===== src/rtl/bram_rd_pkg.sv =====
// Shared types and constants for the block-RAM stream reader.
// Define BRAM_READER_LAT2_EN for a RAM with an output register (2-cycle read latency).
package bram_rd_pkg;

  typedef enum logic [1:0] {
    ST_IDLE  = 2'd0,
    ST_RUN   = 2'd1,
    ST_DRAIN = 2'd2,
    ST_FIN   = 2'd3
  } state_e;

`ifdef BRAM_READER_LAT2_EN
  localparam int RD_LAT = 2;
`else
  localparam int RD_LAT = 1;
`endif

  localparam int FIFO_DEPTH = RD_LAT + 1;
  // Wide enough for FIFO occupancy plus reads in flight plus one.
  localparam int CNT_W = 3;

endpackage


===== src/rtl/bram_rd_skid_fifo.sv =====
// Small synchronous FIFO holding captured RAM words (plus last flag) ahead of the stream port.
// Push and pop in the same cycle leave the occupancy unchanged.
module bram_rd_skid_fifo #(
  parameter int WIDTH = 9,
  parameter int DEPTH = 2,
  parameter int CNT_W = 3
) (
  input  logic             clk,
  input  logic             rst_n,
  input  logic             push,
  input  logic [WIDTH-1:0] wdata,
  input  logic             pop,
  output logic [WIDTH-1:0] rdata,
  output logic [CNT_W-1:0] count,
  output logic             empty
);

  localparam int PTR_W = (DEPTH > 1) ? $clog2(DEPTH) : 1;
  localparam logic [PTR_W-1:0] PTR_LAST = PTR_W'(DEPTH - 1);

  logic [WIDTH-1:0] mem_q [DEPTH];
  logic [WIDTH-1:0] mem_d [DEPTH];
  logic [PTR_W-1:0] wr_ptr_q, wr_ptr_d;
  logic [PTR_W-1:0] rd_ptr_q, rd_ptr_d;
  logic [CNT_W-1:0] count_q, count_d;

  always_comb begin
    mem_d    = mem_q;
    wr_ptr_d = wr_ptr_q;
    rd_ptr_d = rd_ptr_q;
    if (push) begin
      mem_d[wr_ptr_q] = wdata;
      wr_ptr_d = (wr_ptr_q == PTR_LAST) ? '0 : wr_ptr_q + 1'b1;
    end
    if (pop) begin
      rd_ptr_d = (rd_ptr_q == PTR_LAST) ? '0 : rd_ptr_q + 1'b1;
    end
    count_d = count_q + CNT_W'(push) - CNT_W'(pop);
  end

  always_ff @(posedge clk or negedge rst_n) begin
    if (!rst_n) begin
      for (int i = 0; i < DEPTH; i++) mem_q[i] <= '0;
      wr_ptr_q <= '0;
      rd_ptr_q <= '0;
      count_q  <= '0;
    end else begin
      mem_q    <= mem_d;
      wr_ptr_q <= wr_ptr_d;
      rd_ptr_q <= rd_ptr_d;
      count_q  <= count_d;
    end
  end

  assign rdata = mem_q[rd_ptr_q];
  assign count = count_q;
  assign empty = (count_q == '0);

endmodule


===== src/rtl/bram_stream_reader.sv =====
// Burst reader for one block-RAM read port, presenting the words on a valid/ready stream.
// BRAM_READER_LAT2_EN selects 2-cycle RAM read latency (deeper in-flight pipe and FIFO).
//
// state    | meaning
// ST_IDLE  | waiting for start; first read is issued in the start cycle
// ST_RUN   | issuing reads while credit allows
// ST_DRAIN | all reads issued; waiting for the last beat to be accepted
// ST_FIN   | one-cycle done pulse
module bram_stream_reader
  import bram_rd_pkg::*;
#(
  parameter int ADDR_WIDTH = 10,
  parameter int DATA_WIDTH = 8
) (
  input  logic                  clk,
  input  logic                  rst_n,
  input  logic                  start,
  input  logic [ADDR_WIDTH-1:0] base_addr,
  input  logic [ADDR_WIDTH:0]   len,
  output logic                  busy,
  output logic                  done,
  output logic [ADDR_WIDTH-1:0] mem_addr,
  output logic                  mem_we,
  input  logic [DATA_WIDTH-1:0] mem_rdata,
  output logic                  m_valid,
  input  logic                  m_ready,
  output logic [DATA_WIDTH-1:0] m_data,
  output logic                  m_last
);

  localparam logic [ADDR_WIDTH:0] LEN_ONE = (ADDR_WIDTH+1)'(1);

  state_e                state_q, state_d;
  logic [ADDR_WIDTH-1:0] base_q, base_d;
  logic [ADDR_WIDTH-1:0] mem_addr_q, mem_addr_d;
  logic [ADDR_WIDTH:0]   len_q, len_d;
  logic [ADDR_WIDTH:0]   issued_q, issued_d;
  logic [RD_LAT-1:0]     infl_vld_q, infl_vld_d;
  logic [RD_LAT-1:0]     infl_last_q, infl_last_d;

  logic                  issue, issue_last, pop, fifo_empty;
  logic [CNT_W-1:0]      fifo_count, infl_count;
  logic [DATA_WIDTH:0]   fifo_head;

  always_comb begin
    state_d    = state_q;
    base_d     = base_q;
    len_d      = len_q;
    issued_d   = issued_q;
    mem_addr_d = mem_addr_q;
    issue      = 1'b0;
    issue_last = 1'b0;
    pop        = !fifo_empty && m_ready;

    infl_count = '0;
    for (int i = 0; i < RD_LAT; i++) infl_count = infl_count + CNT_W'(infl_vld_q[i]);

    unique case (state_q)
      ST_IDLE: begin
        if (start) begin
          base_d   = base_addr;
          len_d    = len;
          issued_d = '0;
          if (len == '0) begin
            state_d = ST_FIN;
          end else begin
            issue      = 1'b1;
            issue_last = (len == LEN_ONE);
            mem_addr_d = base_addr;
            issued_d   = LEN_ONE;
            state_d    = ST_RUN;
          end
        end
      end
      ST_RUN: begin
        // A word popped this cycle frees its slot in time for the read issued now.
        if (issued_q < len_q &&
            (fifo_count + infl_count < CNT_W'(FIFO_DEPTH) + CNT_W'(pop))) begin
          issue      = 1'b1;
          issue_last = (issued_q == len_q - 1'b1);
          mem_addr_d = base_q + issued_q[ADDR_WIDTH-1:0];
          issued_d   = issued_q + 1'b1;
        end
        if (issued_d == len_q) state_d = ST_DRAIN;
      end
      ST_DRAIN: begin
        if (pop && fifo_head[DATA_WIDTH]) state_d = ST_FIN;
      end
      ST_FIN: begin
        state_d = ST_IDLE;
      end
      default: state_d = ST_IDLE;
    endcase

    infl_vld_d     = infl_vld_q;
    infl_last_d    = infl_last_q;
    infl_vld_d[0]  = issue;
    infl_last_d[0] = issue_last;
    for (int i = 1; i < RD_LAT; i++) begin
      infl_vld_d[i]  = infl_vld_q[i-1];
      infl_last_d[i] = infl_last_q[i-1];
    end
  end

  always_ff @(posedge clk or negedge rst_n) begin
    if (!rst_n) begin
      state_q     <= ST_IDLE;
      base_q      <= '0;
      len_q       <= '0;
      issued_q    <= '0;
      mem_addr_q  <= '0;
      infl_vld_q  <= '0;
      infl_last_q <= '0;
    end else begin
      state_q     <= state_d;
      base_q      <= base_d;
      len_q       <= len_d;
      issued_q    <= issued_d;
      mem_addr_q  <= mem_addr_d;
      infl_vld_q  <= infl_vld_d;
      infl_last_q <= infl_last_d;
    end
  end

  bram_rd_skid_fifo #(
    .WIDTH (DATA_WIDTH + 1),
    .DEPTH (FIFO_DEPTH),
    .CNT_W (CNT_W)
  ) u_fifo (
    .clk   (clk),
    .rst_n (rst_n),
    .push  (infl_vld_q[RD_LAT-1]),
    .wdata ({infl_last_q[RD_LAT-1], mem_rdata}),
    .pop   (pop),
    .rdata (fifo_head),
    .count (fifo_count),
    .empty (fifo_empty)
  );

  assign mem_addr = mem_addr_d;
  assign mem_we   = 1'b0;
  assign busy     = (state_q == ST_RUN) || (state_q == ST_DRAIN);
  assign done     = (state_q == ST_FIN);
  assign m_valid  = !fifo_empty;
  assign m_data   = fifo_head[DATA_WIDTH-1:0];
  assign m_last   = !fifo_empty && fifo_head[DATA_WIDTH];

endmodule


===== config.mk =====
export PLATFORM = sky130hd
export DESIGN_NAME = bram_stream_reader
export DESIGN_NICKNAME = d
export VERILOG_FILES = /design/src/rtl/bram_rd_pkg.sv /design/src/rtl/bram_rd_skid_fifo.sv /design/src/rtl/bram_stream_reader.sv
export SDC_FILE = /design/constraint.sdc
export NUM_CORES = 1
export LEC_CHECK = 0
export CAP_MARGIN = 20
export CORE_MARGIN = 5
export CORE_UTILIZATION = 45
export DETAILED_ROUTE_END_ITERATION = 12
export PLACE_DENSITY = 0.66
export SYNTH_ARGS = -nofsm -noshare
export SYNTH_HDL_FRONTEND = slang
export SYNTH_SLANG_ARGS = --single-unit

===== constraint.sdc =====
create_clock -name clk -period 4.1 [get_ports clk]
set_clock_uncertainty 0.05 [all_clocks]
set_input_delay 0.82 -clock clk [delete_from_list [all_inputs] [get_ports clk]]
set_output_delay 0.82 -clock clk [all_outputs]
set_load 0.03 [all_outputs]

# Word-level counts from Yosys, hierarchy flattened
# Cells that the tools add are included.
[totals]
ff_bits = 69
elab_cells = 80
inputBits = 33
out_inout_bits = 23
[classes]
eq_ne = 9
n_addsub = 8
bitwise = 2
n_lt_le_gt_ge = 5
muxes = 30
n_reduce_logical = 14
[ops]
columns = ["cell", "count"]
rows = [
  ["$mux W9", 4],
  ["$mux W11", 3],
  ["$mux W10", 3],
  ["$eq A11 B11 Y1", 2],
  ["$pmux W11 S2", 1],
  ["$pmux W10 S2", 1],
  ["$bwmux W18", 1],
  ["$add A11 B1 Y11 const B", 1],
  ["$eq A11 B1 Y1 const B", 1],
  ["$logic_not A11 Y1", 1],
  ["$lt A11 B11 Y1", 1],
  ["$sub A11 B1 Y11 const B", 1],
  ["$add A10 B10 Y10", 1],
  ["$demux W9 S1", 1],
  ["$mux W1", 9],
  ["$mux W2", 4],
  ["$pmux W2 S4", 1],
  ["$ne A2 B2 Y1 const B", 3],
  ["$logic_and A1 B1 Y1", 5],
  ["$eq A2 B2 Y1 const B", 2],
  ["$ge A2 B2 Y1 const B", 2],
  ["$not A1 Y2", 2],
  ["$pmux W1 S2", 2],
  ["$reduce_and A2 Y1", 2],
  ["13 further kinds", 14],
]

# Longest topological paths before layout
# Gate-level depths: netlist (run 1).
[depth]
ltp_word = 11
depth_mapped = 12
mapped_depth_nobuf = 11

# By module
# From an unflattened synthesis (run 1), not the netlist that was laid out.
[hier_totals]
hier_cells = 496
area_unflattened_um2 = 4884.7
[modules_own_cells]
columns = ["mod", "cells_each", "instances", "area_each_um2"]
rows = [
  ["bram_stream_reader", 430, 1, 3839.9],
  ["bram_rd_skid_fifo", 66, 1, 1044.8],
]

# Worst setup path after synthesis (run 1)
# OpenSTA, ideal clock, no wires.
[synth_path]
path_kind = "input-to-output"
start = "input port m_ready"
end = "output port mem_addr[9]"
arrival_time_ns = 2.806
path_slack_ns = 0.424
cell_stages = 10
cell_sequence = "o31ai_1 inv_1 ha_1 nand2b_1 o2111ai_1 nor2_1 nand2_1 a221oi_1 o41ai_1 o221ai_1"
[synth_between]
elab_chain_len = 6
[synth_lines]
columns = ["element", "line", "text"]
rows = [
  ["from (decl)", "bram_stream_reader.sv:26", "input logic m_ready,"],
  ["$logic_and A1 B1 Y1", "bram_stream_reader.sv:53", "pop = !fifo_empty && m_ready;"],
  ["$add A2 B1 Y3", "bram_stream_reader.sv:78", "(fifo_count + infl_count < CNT_W'(FIFO_DEPTH) + CNT_W'(pop))) begin"],
  ["$lt A3 B3 Y1", "bram_stream_reader.sv:78", ""],
  ["$logic_and A1 B1 Y1", "bram_stream_reader.sv:77", "if (issued_q < len_q &&"],
  ["$mux W10", "bram_stream_reader.sv:77", ""],
  ["$pmux W10 S2", "bram_stream_reader.sv:58", "unique case (state_q)"],
  ["to (decl)", "bram_stream_reader.sv:22", "output logic [ADDR_WIDTH-1:0] mem_addr,"],
]
# No other way between the ends.

# Final worst setup path (run 1)
[layout_path]
start = "input port len[1]"
end = "output port mem_addr[6]"
[layout_between]
elab_chain_len = 4
[layout_lines]
columns = ["element", "line", "text"]
rows = [
  ["from (decl)", "bram_stream_reader.sv:19", "input logic [ADDR_WIDTH:0] len,"],
  ["$logic_not A11 Y1", "bram_stream_reader.sv:64", "if (len == '0) begin"],
  ["$mux W10", "bram_stream_reader.sv:64", ""],
  ["$mux W10", "bram_stream_reader.sv:60", "if (start) begin"],
  ["$pmux W10 S2", "bram_stream_reader.sv:58", ""],
]
# No other way between the ends.

==> out/qor.yml, run 1 <==
whs_ns: 0.446
diodes: 0
utilization_pct: 55.1
syn_avg_cell_area_um2: 9.37
fp.dieArea_um2: 13200
synth_area_leaders: "dfrtp_1 35%, mux2_2 10%, ha_1 7.6%"
die_w_um: 115
worstSetupEndpointType: "primary output"
hp-class: "reg2reg"
crit_chain: "clkdlybuf4s50_1 -> nor4_1 -> nand3_1 -> or2_2 -> nand2_1 -> inv_1 -> nand2_1 -> a21oi_1 -> a221o_1 -> dlygate4sd2_1"
cp_num_cells: 10
r2r-end: "state_q[1]"
ioPinCount: 56
cp_slowest_cell: "clkdlybuf4s50_1"
ys_seq_area_share_pct: 34.9
crit_buf_inv: 3
clock_latency_ns: 0.35
synth_top_area_share_pct: 34.9
grt_use_total_pct: 21.3
setup_viol: 0
synth.distinct_cells: 68
fill_cells: 1000
synth_nets: 592
fin_ws_ns: 0.131
critPathMostFrequentCell: "nand2_1"
instances_no_fill: 742
arrival_ns: 3.10
place.gp.congestion: 0.987
drtIter0Drc: 291
min_from: "u_fifo.wr_ptr_q"
r2r_start: "issued_q[3]"
fp.coreArea_um2: 10800
ys_ff_latch: 69
numPortBuffers: 54
num_vias: 4315
synth_edf_count: 0
final_nets: 662
drt_wl_total_um: 13800
clockBufferDepth: 2
timing.final.hold_violations: 0
yosysTopAreaCell: "dfrtp_1"
ys.flop_type: "dfrtp_1"
drtPass1Iterations: 5
drc_errors: 0
via_per_inst: 5.82
post-route-period-util_pct: 96.8
slew_viol_final: 0
cts_tree: "done"
path_clk_slew_ns: 0.07
yosys_warnings: 0
crit_end: "mem_addr[6]"
antenna_found_initial: 0
cts_max_level: 3
overflow: 0
ant_nets: 0
grt_pass1_wl_um: 22300
slew_headroom_pct: 28.2
area_growth_pct: 20.1
wl_per_cell_um: 18.5
syn_inst: 528
num_rows: 38
critPathRequiredTime_ns: 3.23
die_h_um: 115
max_slew.worst_pin.slew_ns: 1.07
initial_core_util_pct: 45.9
postCtsSetupRepairBufs: 0
clock.fmax_ghz: 0.252
ff2ff_setup_slack_ns: 1.08
post-place-ws_ns: -0.0746
hpwl_um: 10400
power_density_nw_per_um2: 848
worstRegToRegCells: 10
grt_pass1_vias: 4293
p_leak_nw: 2.61
cts-root-buf: "clkbuf_8"
crit_start: "len[1]"
cap_violations: 0
grt_max_degree: 43
cts.sinks: 69
setup_tns_ns: 0
mappedNetlistArea_um2: 4950
finalCriticalPeriod_ns: 3.97
cp_max_fo: 3
start_kind: "primary input"
worstSetupPathType: "in2out"
cts_made_buffers: 9
drive_above_1_share_pct: 21.3
ir_worst_vdd_v: 0.000477
slowest_delay_ns: 0.41
status: "finished clean"
async_flop_share_pct: 100
crit_family: "simple AND/OR/NAND/NOR gates"
placed_cells: 727
==> power by group <==
part           internal, mW  switching [mW]
sequential            0.994           0.289
combinational          1.40            1.86
clock                 0.215           0.282
==> cells by family after synthesis <==
family                   after synthesis  synth area share [%]
AND/OR/NAND/NOR                      137                  14.1
buffers and inverters                 62                  5.38
flip-flops                            69                  34.9
other                                  1                0.0758
AO/OA/AOI/OAI                        144                  19.7
XOR/XNOR                              28                  5.26
multiplexers                          56                  12.6
adder cells (fa/ha/maj)               31                  7.99
==> through the flow <==
step,total power [mW],cell area (µm²)
4_1_cts,5.05,5930
6_report,5.04,5940
2_1_floorplan,3.45,4950
3_5_place_dp,4.54,5770
3_3_place_gp,4.46,5770
5_1_grt,5.43,5940
==> layout by cell type (no fill, tap or decap), drive strengths merged, types with 7 or more instances in the layout <==
master         synthesis  layout
clkdlybuf4s50          0      43
xnor2                 18      18
xor2                  10      10
mux2                  47      47
buf                   16      46
clkbuf                15       9
o21ai                 46      46
o31ai                 12      12
nand4                  7       7
mux2i                  9       9
a22oi                  8       8
a21oi                 27      27
nor3                   7       7
nand2b                 7       7
a221o                  8       8
ha                    30      30
dfrtp                 69      69
a21o                  10      10
inv                   31      31
nand3                 20      20
nand2                 43      43
nor2                  25      25
==> synthesized netlist by cell type, types with 4 or more instances <==
cell,instances
inv_1,31
a31oi_1,4
buf_2,8
nand2_1,42
o31ai_1,11
nor4_1,5
a21oi_1,26
nor2b_1,6
nand4_1,7
clkbuf_1,14
ha_1,30
a221o_1,8
a22oi_1,8
xor2_1,10
mux2_2,46
nand2b_1,7
o21ai_0,44
buf_4,4
nor2_1,25
xnor2_1,16
nor3_1,7
dfrtp_1,69
o211ai_1,5
mux2i_1,9
a21o_1,10
nand3_1,19
==> worst min-delay path by stage <==
stage / cells after the start / slack (ns) / end
finish: 1 / 0.45 / u_fifo.wr_ptr_q
CTS: 1 / 0.45 / u_fifo.wr_ptr_q
global placement: 1 / 0.42 / u_fifo.wr_ptr_q
floorplan: 1 / 0.41 / u_fifo.wr_ptr_q
global route: 1 / 0.47 / u_fifo.mem_q[1]
detailed placement: 1 / 0.44 / u_fifo.wr_ptr_q
==> area by class of cell <==
| class | count | area, µm² | share of cell area, % |
|---|---|---|---|
| Multi-Input combinational cell | 397 | 2960 | 49.8 |
| Clock inverter | 6 | 41.3 | 0.695 |
| Timing Repair Buffer | 90 | 795 | 13.4 |
| Sequential cell | 69 | 1730 | 29.1 |
| Inverter | 31 | 116 | 1.96 |
| Clock buffer | 9 | 124 | 2.08 |
| Tap cell | 140 | 175 | 2.95 |
==> per-layer routing <==
| metal | vias up | share of wire, % | GRT usage (%) |
|---|---|---|---|
| li1 | 2055 | - | - |
| met1 | 2104 | 45 | 28.2 |
| met2 | 136 | 48 | 35.5 |
| met3 | 20 | 5.3 | 2.95 |
| met4 | 0 | 2.4 | 7.82 |
| met5 | - | 0 | 0 |
==> state kept, by name (all words and copies together), names as in the netlist <==
register,count
u_fifo.mem_q,18
issued_q,11
len_q,11
base_q,10
mem_addr_q,10
u_fifo.count,3
state_q,2
infl_last_q,1
infl_vld_q,1
u_fifo.rd_ptr_q,1
u_fifo.wr_ptr_q,1
==> worst register-to-register path, delay by kind of cell, from the launching register on <==
| family | cells | cell delay [ns] |
|---|---|---|
| and+or+nand+nor | 3 | 0.32 |
| AOI/OAI and AO/OA | 4 | 1.15 |
| adders and majority gates | 1 | 0.35 |
| DFF | 1 | 0.52 |
| muxes | 1 | 0.31 |
| buffers and inverters | 1 | 0.21 |
==> timing repair <==
| item | 4_1_cts | 5_1_grt |
|---|---|---|
| pin swaps | 0 | 0 |
| hold buffers | 0 | 0 |
| gates resized for setup | 1 | 5 |
| setup endpoints to repair | 1 | 1 |
No activity file was read; power rests on OpenSTA's default activity.
==> run 2: changes to the inputs <==
Settings changed: GPL_TIMING_DRIVEN from default to 1.
==> results of run 2 <==
The final DEF is identical to that of run 1; final timing and power are the same.
==> run 3: changes to the inputs <==
Settings changed: CORE_ASPECT_RATIO from default to 1.5, SLEW_MARGIN from default to 20, SYNTH_HIERARCHICAL from default to 1.
==> run 3 against run 2 <==
  * Core utilization rose by 0.85 points
  * Via count shrank 4.1%
  * Register-to-register slack got worse by 0.16 ns
  * Sequential power fell by 42%
  * Power down 65%
  * Cell count fell by 4.4%
  * Design area down 0.36%
  * Global-route usage fell by 0.36 points
  * Sequential share of layout area barely moved
  * Routed wire length down 6.7%
  * Non-clock buffer count down 7
  * Fmax fell by 1.7%
  * Largest power group is now sequential cells
==> out/qor.yml, run 3 <==
status: "finished clean"
final_cell_mix: "69 x dfrtp_1, 43 x clkdlybuf4s50_1, 41 x mux2_2, 35 x buf_4, 34 x nand2_1"
wl_per_cell_um: 18.1  # -2.4%
async_flop_share_pct: 100  # unchanged
seq_power_share_pct: 42.5  # +17 points
grt_use_total_pct: 20.9  # -0.36 points
power_density_nw_per_um2: 296  # -65%
syn_inst: 496  # -6.1%
num_vias: 4138  # -4.1%
grt_pass1_wl_um: 20900  # -6.3%
area_growth_pct: 21.3
critPathRequiredTime_ns: 3.23  # about the same
p_sw_share_pct: 25.3  # -23 points
dpl_cell_area_um2: 5630  # -2.4%
fp.dieArea_um2: 13100  # -0.88%
p_leak_nw: 2.64  # +1.3%
yosysTopAreaCell: "dfrtp_1"
clock_power_share_pct: 41.2  # +31 points
num_rows: 46  # +21%
cts_tree: "done"
ff2ff_setup_slack_ns: 0.92  # -0.16 ns
worstSetupPathType: "in2out"
final_nets: 626  # -5.4%
p_switching_uw: 445  # -82%
synth.distinct_cells: 72  # +5.9%
ys_ff_latch: 69  # unchanged
largest-register: "u_fifo/mem_q"
cts_hold_buf: 0  # unchanged
yosys_warnings: 6  # +6
synth.most_common_cell: "dfrtp_1"
fp.coreArea_um2: 10600  # -1.9%
ioPinCount: 56  # unchanged
arrival_ns: 3.17  # +0.07 ns
max_slew.worst_pin.slew_ns: 0.874  # -0.200 ns
antenna_found_initial: 0  # unchanged
grt_pass1_vias: 4320  # +0.63%
ys_seq_area_share_pct: 35.3  # +0.46 points
synth_top_cells_by_count: "69 x dfrtp_1, 41 x mux2_2, 34 x nand2_1"
overflow: 0  # unchanged
initial_core_util_pct: 46.1  # +0.26 points
largest_reg_flops: 18  # unchanged
clock_latency_ns: 0.33  # -0.02 ns
fin_area_um2: 5920  # -0.36%
path_clk_slew_ns: 0.05  # -0.02 ns
cts-root-buf: "clkbuf_16"
drt_wl_total_um: 12800  # -6.7%
drive_above_1_share_pct: 22.1  # +0.86 points
synth_edf_count: 0  # unchanged
finalCriticalPeriod_ns: 4.04  # +0.0675 ns
die_h_um: 138  # +20%
via_per_inst: 5.84  # +0.36%
synth_area_leaders: "dfrtp_1 35%, mux2_2 9.5%, ha_1 7.7%"
ir_worst_vdd_v: 0.000187  # -61%
instances_no_fill: 709  # -4.4%
syn_avg_cell_area_um2: 9.85  # +5.1%
post-route-period-util_pct: 98.4  # +1.6 points
cts.sinks: 69  # unchanged
clock.fmax_ghz: 0.248  # -1.7%
placed_cells: 694  # -4.5%
ant_nets: 0  # unchanged
place.gp.congestion: 0.880  # -11%
slew_headroom_pct: 41.7  # +14 points
diodes: 0  # unchanged
clockBufferDepth: 2  # unchanged
timing.final.hold_violations: 0  # unchanged
reg_top3: "u_fifo/mem_q (18), issued_q (11), len_q (11)"
drtIter0Drc: 341  # +17%
cts_max_level: 3  # unchanged
synth_top_area_share_pct: 35.3  # +0.46 points
start_kind: "primary input"
cts_made_buffers: 9  # unchanged
postCtsSetupRepairBufs: 0  # unchanged
setup_viol: 0  # unchanged
numPortBuffers: 54  # unchanged
hpwl_um: 9740  # -6.0%
drc_errors: 0  # unchanged
combPwrFrac_pct: 16.3  # -48 points
p_int_mw: 1.31  # -50%
worstSetupEndpointType: "primary output"
cap_violations: 0  # unchanged
grt_max_degree: 39  # -9.3%
final_common_cell: "dfrtp_1"
cp_max_fo: 5  # +2
ys.flop_type: "dfrtp_1"
synth_nets: 561  # -5.2%
slew_viol_final: 0  # unchanged
hp-class: "reg2reg"
mappedNetlistArea_um2: 4880  # -1.3%
drtPass1Iterations: 5  # unchanged
setup_tns_ns: 0  # unchanged
rsz0062_at_grt: "true"
die_w_um: 95.1  # -17%
-- run 3: repair_timing --
item / in CTS / in global routing
endpoints found under the hold margin: 0 / 0
endpoints found under the setup margin: 5 / 8
resized for setup: 3 / 10
pin swaps: 0 / 1
-- run 3: cells by family (layout without fill, tap and decap cells) --
kind of cell    after synthesis  count (layout)  synth area share [%]
simple gates                123             123                  12.9
compound gates              119             119                  16.9
flops                        69              69                  35.3
mux                          58              58                  13.9
buf+inv                      56             125                  5.69
xor+xnor                     38              38                  6.81
fa+ha+maj                    32              32                  8.50
other cells                   1               1                0.0768
-- run 3: worst max-delay path, stage by stage --
cell	delay, ns
clkdlybuf4s50_1	0.48
or3b_1	0.35
a211o_1	0.33
a211oi_4	0.24
buf_4	0.20
and2_4	0.16
buf_4	0.11
mux2i_1	0.18
o22ai_1	0.11
buf_4	0.18
-- run 3: per-stage QoR --
stage | total power, mW | setup slack, ns | hold WS, ns | util (%)
6_report | 1.76 | 0.0637 | 0.446 | 55.9
5_1_grt | 1.84 | -0.0312 | 0.468 | 55.9
4_1_cts | 1.79 | 0.0117 | 0.450 | 55.8
3_5_place_dp | 1.05 | -0.160 | 0.438 | 53.2
3_3_place_gp | 1.04 | -0.172 | 0.431 | 53.2
2_1_floorplan | 0.923 | 0.0902 | 0.424 | -
-- run 3: worst paths after layout --
kind                                 start         endpoint  cells after the start
max                                m_ready      mem_addr[6]                     10
min                        u_fifo/mem_q[4]  u_fifo/mem_q[4]                      1
max reg2reg                     infl_vld_q       state_q[1]                     10
min reg2reg                u_fifo/mem_q[4]  u_fifo/mem_q[4]                      1
max in group asynchronous            rst_n      issued_q[7]                      2
min in group asynchronous            rst_n  u_fifo/mem_q[6]                      1
-- run 3: area by class of cell --
cell class                 count  area, µm²
fill                         966       4670
clock buffer                  14        274
inverter                      27        101
multi-input combinational    371       2890
tap                          144        180
sequential                    69       1730
timing repair buffer          83        743
clock inverter                 1       5.00
-- run 3: power groups by stage --
stage	combinational, mW	clock [mW]	sequential (mW)
2_1_floorplan	0.191	0	0.733
3_3_place_gp	0.283	0	0.757
3_5_place_dp	0.291	0	0.759
4_1_cts	0.293	0.747	0.746
5_1_grt	0.314	0.780	0.748
6_report	0.287	0.723	0.746
-- run 3: per-layer routing --
metal  track usage [%]  wire length (µm)  vias to the layer above  part of all wire, %
met4              11.4               549                        0                  4.3
met2              38.3              6840                      149                   53
li1                  -                 -                     1941                    -
met3              4.48               646                       49                  5.0
met5                 0                 0                        -                    0
met1              21.8              4800                     1999                   37
